`config.mk`:
```
export PLATFORM = sky130hd
export DESIGN_NAME = sr_cmd_debounce
export DESIGN_NICKNAME = d
export VERILOG_FILES = /design/src/rtl/sr_cmd_debounce.sv
export SDC_FILE = /design/constraint.sdc
export NUM_CORES = 1
export LEC_CHECK = 0
export BUFFER_PORTS_ARGS = -buffer_cell sky130_fd_sc_hd__buf_2
export CORE_UTILIZATION = 30
export DETAILED_ROUTE_END_ITERATION = 8
export PLACE_DENSITY = 0.5
export SYNTH_ARGS = -nofsm -noshare
export SYNTH_HDL_FRONTEND = slang
export SYNTH_SLANG_ARGS = --single-unit
```
`constraint.sdc`:
```
create_clock -name clk -period 2.04 [get_ports clk]
set_clock_uncertainty 0.2 [all_clocks]
set_input_delay 0.408 -clock clk [delete_from_list [all_inputs] [get_ports clk]]
set_output_delay 0.408 -clock clk [all_outputs]
set_load 0.005 [all_outputs]
```
`src/rtl/sr_cmd_debounce.sv`:
```
// Synchronise and debounce the set/clear push-buttons into SR flip-flop commands, never driving s=r=1.
// Optional build macro SR_CMD_HOLD_EN: level (hold) outputs instead of one-cycle pulses.
module sr_cmd_debounce #(
  parameter int DEBOUNCE_CYCLES = 8,
  parameter int CNT_W           = 16
) (
  input  logic clk,
  input  logic rst,
  input  logic set_btn,
  input  logic clr_btn,
  output logic s,
  output logic r,
  output logic conflict
);

  localparam logic [CNT_W-1:0] CNT_LAST = CNT_W'(DEBOUNCE_CYCLES - 1);

  // Channel index 0 is the set button, index 1 the clear button.
  logic [1:0]       btn;
  logic [1:0]       sync1;
  logic [1:0]       sync2;
  logic [1:0]       stable;
  logic [1:0]       stable_prev;
  logic [CNT_W-1:0] cnt [2];

  logic set_stable;
  logic clr_stable;
  logic set_rise;
  logic clr_rise;
  logic s_next;
  logic r_next;
  logic conflict_next;

  assign btn = {clr_btn, set_btn};

  // Any sample matching the accepted level restarts the count.
  always_ff @(posedge clk) begin
    if (rst) begin
      sync1       <= '0;
      sync2       <= '0;
      stable      <= '0;
      stable_prev <= '0;
      for (int i = 0; i < 2; i++) begin
        cnt[i] <= '0;
      end
    end else begin
      sync1       <= btn;
      sync2       <= sync1;
      stable_prev <= stable;
      for (int i = 0; i < 2; i++) begin
        if (sync2[i] == stable[i]) begin
          cnt[i] <= '0;
        end else if (cnt[i] == CNT_LAST) begin
          stable[i] <= sync2[i];
          cnt[i]    <= '0;
        end else begin
          cnt[i] <= cnt[i] + CNT_W'(1);
        end
      end
    end
  end

  assign set_stable = stable[0];
  assign clr_stable = stable[1];
  assign set_rise   = stable[0] & ~stable_prev[0];
  assign clr_rise   = stable[1] & ~stable_prev[1];

`ifdef SR_CMD_HOLD_EN
  always_comb begin
    s_next        = set_stable & ~clr_stable;
    r_next        = clr_stable & ~set_stable;
    conflict_next = set_stable & clr_stable;
  end
`else
  // A rise is suppressed whenever the other channel is already (or simultaneously) high.
  always_comb begin
    s_next        = 1'b0;
    r_next        = 1'b0;
    conflict_next = 1'b0;
    if (set_rise && clr_rise) begin
      conflict_next = 1'b1;
    end else if (set_rise) begin
      if (clr_stable) conflict_next = 1'b1;
      else            s_next        = 1'b1;
    end else if (clr_rise) begin
      if (set_stable) conflict_next = 1'b1;
      else            r_next        = 1'b1;
    end
  end
`endif

  always_ff @(posedge clk) begin
    if (rst) begin
      s        <= 1'b0;
      r        <= 1'b0;
      conflict <= 1'b0;
    end else begin
      s        <= s_next;
      r        <= r_next;
      conflict <= conflict_next;
    end
  end

endmodule

```
# Yosys cells after proc, flatten, opt, wreduce, memory -nomap -nowiden
# Memories as Yosys holds them, arrays and structs flattened.
# Cells that the tools add are included.
op_classes:
  bitwise: 14
  n_reduce_logical: 5
  muxes: 37
  eq_ne: 4
  n_addsub: 2
op_table:
  columns: ["operator", "n"]
  rows:
  - ["$mux 16", 6]
  - ["$add 16x1->16 const B", 2]
  - ["$eq 16x3->1 const B", 2]
  - ["$mux 1", 31]
  - ["$not 1->1", 6]
  - ["$or 1x1->1", 6]
  - ["$reduce_and 2->1", 2]
  - ["$reduce_or 4->1", 1]
  - ["$reduce_or 3->1", 1]
  - ["$and 1x1->1", 2]
  - ["$eq 1x1->1", 2]
  - ["$logic_and 1x1->1", 1]
word_totals:
  mem_count: 1
  word_cells: 71
  regBits: 11
  in_bits: 4
  mem_bits_rw: 32
  out_inout_bits: 3
memory_table:
  columns: ["memory", "words", "word_bits", "read_ports", "rd_clocked_by_memory_dff", "wr", "line", "text"]
  rows:
  - ["cnt", 2, 16, 2, 0, 2, "24", "logic [CNT_W-1:0] cnt [2];"]

# Depth between registers and ports, before layout
depth:
  word_depth: 7
  mapped_depth: 6
  depth_no_buf: 5

# Least setup slack after synthesis
# OpenSTA, ideal clock, no wires.
synth_path:
  kind: "register -> register"
  from: "mem cnt[0][0]"
  to: "mem cnt[0][10] (data pin)"
  arrival_ns: 1.382
  path_stages_with_launch: 7
  path_buffers: 1
  synth_period_minus_slack_ns: 1.839
  setup_slack_ns: 0.201
  required_ns: 1.583
  setup_ns: 0.257
  path_cell_list: "edfxtp_1 ha_1 nor4bb_1 nand4_1 nand2_1 buf_2 nor2_1"
synth_rtl:
  columns: ["item", "line"]
  rows:
  - ["from (decl)", "24"]

==> qor.log <==
INFO  run            maxcap_viol_count=0
INFO  synthesis      ys_seq_elements=43
INFO  die            die_height=85.2µm
INFO  power          power_density=655nW/µm²
INFO  synthesis      synth.cell_area=2070µm²
INFO  synthesis      syn_area_per_cell=10.9µm²
INFO  power          power.leakage=0.000868µW
INFO  die            die_area=7250µm²
INFO  clock_tree     clk_pin_slew=0.08ns
INFO  detailed_routing drt_wl_total=3.48mm
INFO  timing         hold_viol=0
INFO  synthesis      synthDistinctLibCells=30
INFO  synthesis      synth.yosys.seq_area_share=56.9%
INFO  timing         hold_ws=0.124ns
INFO  detailed_routing via_per_inst=4.29
INFO  global_routing grt_antenna_before_repair=0
INFO  timing         grt_setup_unrepaired=no
INFO  timing         maxClockFrequency=0.519GHz
INFO  synthesis      synth_mux_area_share=0.965%
INFO  timing         totalNegativeSetupSlack=0ns
INFO  global_routing grt_remaining_overflow=0
INFO  detailed_routing drcViolationCount=0
INFO  outcome        outcome=completed
INFO  die            num_io_pins=7
INFO  worst_setup_path worstPathArrival=1.88ns
INFO  clock_tree     ctsHtreeMaxLevel=2
INFO  clock_tree     clk_latency=0.30ns
INFO  clock_tree     max-clock-path-buffers=2
INFO  layout         post_route_cells_drive_above_1_share=10.9%
INFO  timing         post-route-period-util=94.5%
INFO  detailed_routing route.vias.total=1357
INFO  layout         most-common-layout-cells=37 x sky130_fd_sc_hd__nor2_1, 32 x sky130_fd_sc_hd__edfxtp_1, 32 x sky130_fd_sc_hd__conb_1
INFO  synthesis      synthesis.yosys.warnings=0
INFO  layout         antennaDiodeCount=0
INFO  worst_setup_path kind_of_capture_point_of_the_worst_setup_path=flip-flop
INFO  synthesis      synthXorXnorAreaFrac=11.8%
INFO  clock_tree     numCtsBuffers=5
INFO  detailed_routing drt_first_pass_iters=4
INFO  layout         final_nets=244
INFO  worst_setup_path worst-path-max-fanout=5
INFO  die            core_area=6490µm²
INFO  synthesis      synth_adder_area_share=1.21%
INFO  clock_tree     postCtsHoldBufs=0
INFO  detailed_routing routed_wire_length_per_instance=11.0µm
INFO  worst_setup_path reg2reg_depth=5
INFO  place          numPlacedInstances=308
INFO  synthesis      synth_compound_gate_area_share=1.09%
INFO  clock_tree     clkSinkCount=43
INFO  clock_tree     clock_tree.root_cell=sky130_fd_sc_hd__clkbuf_8
INFO  global_routing grt_pass1_vias=1296
INFO  global_routing grt_start_max_net_pins=16
INFO  timing         final_max_slew_viol_count=0
INFO  synthesis      synth_enable_flop_cells=32
INFO  synthesis      ys_async_sr_fraction=0%
INFO  hold_path      worstHoldEndpoint=sync1[1]
INFO  place          final_weighted_congestion_in_routability_driven_placement=0.743
INFO  worst_setup_path setup.worst_path.start_class=flip-flop
INFO  global_routing grt_use_total=10.5%
INFO  power          ir_drop=0.000345V
INFO  die            floorplan.rows=29
INFO  layout         finalNonFillerCells=316
INFO  synthesis      synthFlopType=sky130_fd_sc_hd__edfxtp_1
INFO  worst_setup_path crit-reg2reg-launch=cnt[0][0]
INFO  worst_setup_path reg2reg_setup_slack=0.11ns
INFO  die            floorplan.initialDensity=31.9%
INFO  detailed_routing drt_iter0_markers=58
INFO  place          io_buffers=6
INFO  worst_setup_path criticalPathCategory=flip-flop to flip-flop
INFO  hold_path      timing.hold.worst.start=clr_btn
INFO  synthesis      synth_top_family_by_area=simple AND/OR/NAND/NOR gates
INFO  timing         report.final.setup_viol=0
INFO  worst_setup_path wp_data_required=1.99ns
INFO  place          detailed_place_hpwl=2.58mm
INFO  detailed_routing ant_nets=0
INFO  power          p_total=1610µW
INFO  die            die_width=85.2µm
INFO  synthesis      synth_cells=191
INFO  clock_tree     postCtsSetupBuffers=0
INFO  synthesis      yosys.area_share.simple=26.1%
INFO  layout         areaGrowthSynthToFinish=18.4%
INFO  clock_tree     cts_tree=built
INFO  global_routing grt_first_pass_wirelength=5.90mm
INFO  layout         most_common_library_cell_in_the_layout_ignoring_fill_and_taps=sky130_fd_sc_hd__nor2_1
INFO  hold_path      min_delay_path_depth=2
INFO  timing         finalWorstPathRequiredPeriod=1.93ns
INFO  hold_path      path_category_of_the_worst_min_delay_check=primary input to flip-flop
INFO  worst_setup_path critical_path.reg2reg.endpoint=cnt[0][14]
timing repair:
action	4_1_cts	5_1_grt
endpoints found under the setup margin	0	6
endpoints found under the hold margin	0	0
resized for setup	0	1
synth_stat cells (2+ instances only):
cell type,instances,area (µm²)
sky130_fd_sc_hd__nand2_1,10,37.5
sky130_fd_sc_hd__nor4_1,9,56.3
sky130_fd_sc_hd__xor2_1,5,43.8
sky130_fd_sc_hd__nor2_1,37,139
sky130_fd_sc_hd__mux2i_1,2,20.0
sky130_fd_sc_hd__buf_2,4,20.0
sky130_fd_sc_hd__nor3b_1,3,22.5
sky130_fd_sc_hd__inv_1,3,11.3
sky130_fd_sc_hd__and3_1,3,18.8
sky130_fd_sc_hd__ha_1,2,25.0
sky130_fd_sc_hd__nor4bb_1,2,20.0
sky130_fd_sc_hd__nor2b_1,6,37.5
sky130_fd_sc_hd__nand4_1,6,37.5
sky130_fd_sc_hd__a21oi_1,2,10.0
sky130_fd_sc_hd__xnor2_1,23,201
sky130_fd_sc_hd__nand3_1,11,55.1
sky130_fd_sc_hd__dfxtp_1,11,220
sky130_fd_sc_hd__nor3_1,9,45.0
sky130_fd_sc_hd__edfxtp_1,32,961
worst max path at each step:
stage                     startpoint    endpoint  slack [ns]  depth (start not counted)
after floorplan            cnt[0][0]  cnt[0][10]        0.20                          6
after global placement     cnt[0][1]  cnt[0][14]        0.18                          5
after detailed placement   cnt[0][0]   cnt[0][4]        0.14                          6
after CTS                  cnt[0][0]  cnt[0][14]        0.11                          5
after global routing       cnt[0][0]  cnt[0][15]        0.01                          6
final                      cnt[0][0]  cnt[0][14]        0.11                          5
power breakdown:
part,leakage [µW],total [µW],switching [µW],internal (µW)
registers,0.000420,1000,34.0,969
clock network,0.0000455,528,288,240
logic,0.000403,78.0,41.4,36.6
total,0.000868,1610,363,1250
registers in the layout, indices dropped and copies added (netlist names):
signal and flops:
cnt 32, sync1 2, sync2 2, conflict 1, stable 2, s 1, stable_prev 2, r 1
worst max-delay path: stages (launching register included):
cell	delay, ns
sky130_fd_sc_hd__edfxtp_1	0.40
sky130_fd_sc_hd__ha_1	0.27
sky130_fd_sc_hd__nand3_1	0.16
sky130_fd_sc_hd__or2_4	0.27
sky130_fd_sc_hd__or3_1	0.35
sky130_fd_sc_hd__a21oi_1	0.14
layout make-up:
| type | count | area, µm² |
|---|---|---|
| Multi-Input combinational cell | 171 | 981 |
| Fill cell | 628 | 4040 |
| Timing Repair Buffer | 14 | 103 |
| Clock buffer | 6 | 72.6 |
| Tap cell | 77 | 96.3 |
| Sequential cell | 43 | 1180 |
| Clock inverter | 2 | 11.3 |
| Inverter | 3 | 11.3 |
logic make-up after synthesis:
group | Yosys count
AND/OR/NAND/NOR | 103
flip-flops | 43
XOR/XNOR | 28
buffers and inverters | 8
AO/OA/AOI/OAI | 4
adder cells (fa/ha/maj) | 2
multiplexers | 2
other | 1
stage by stage:
step / util [%] / instance area, µm² / setup WS [ns]
2_1_floorplan: - / 2190 / 0.201
6_report: 37.8 / 2460 / 0.113
3_5_place_dp: 36.4 / 2370 / 0.135
5_1_grt: 37.8 / 2460 / 0.0104
3_3_place_gp: 36.4 / 2370 / 0.175
4_1_cts: 37.7 / 2450 / 0.112
metal layers:
metal / share of wire [%] / global-route usage (%) / up-vias
li1: - / - / 739
met1: 53 / 13.9 / 592
met2: 42 / 16.2 / 20
met3: 2.9 / 2.63 / 6
met4: 2.0 / 4.62 / 0
met5: 0 / 0 / -
(Power assumes the default switching activity.)
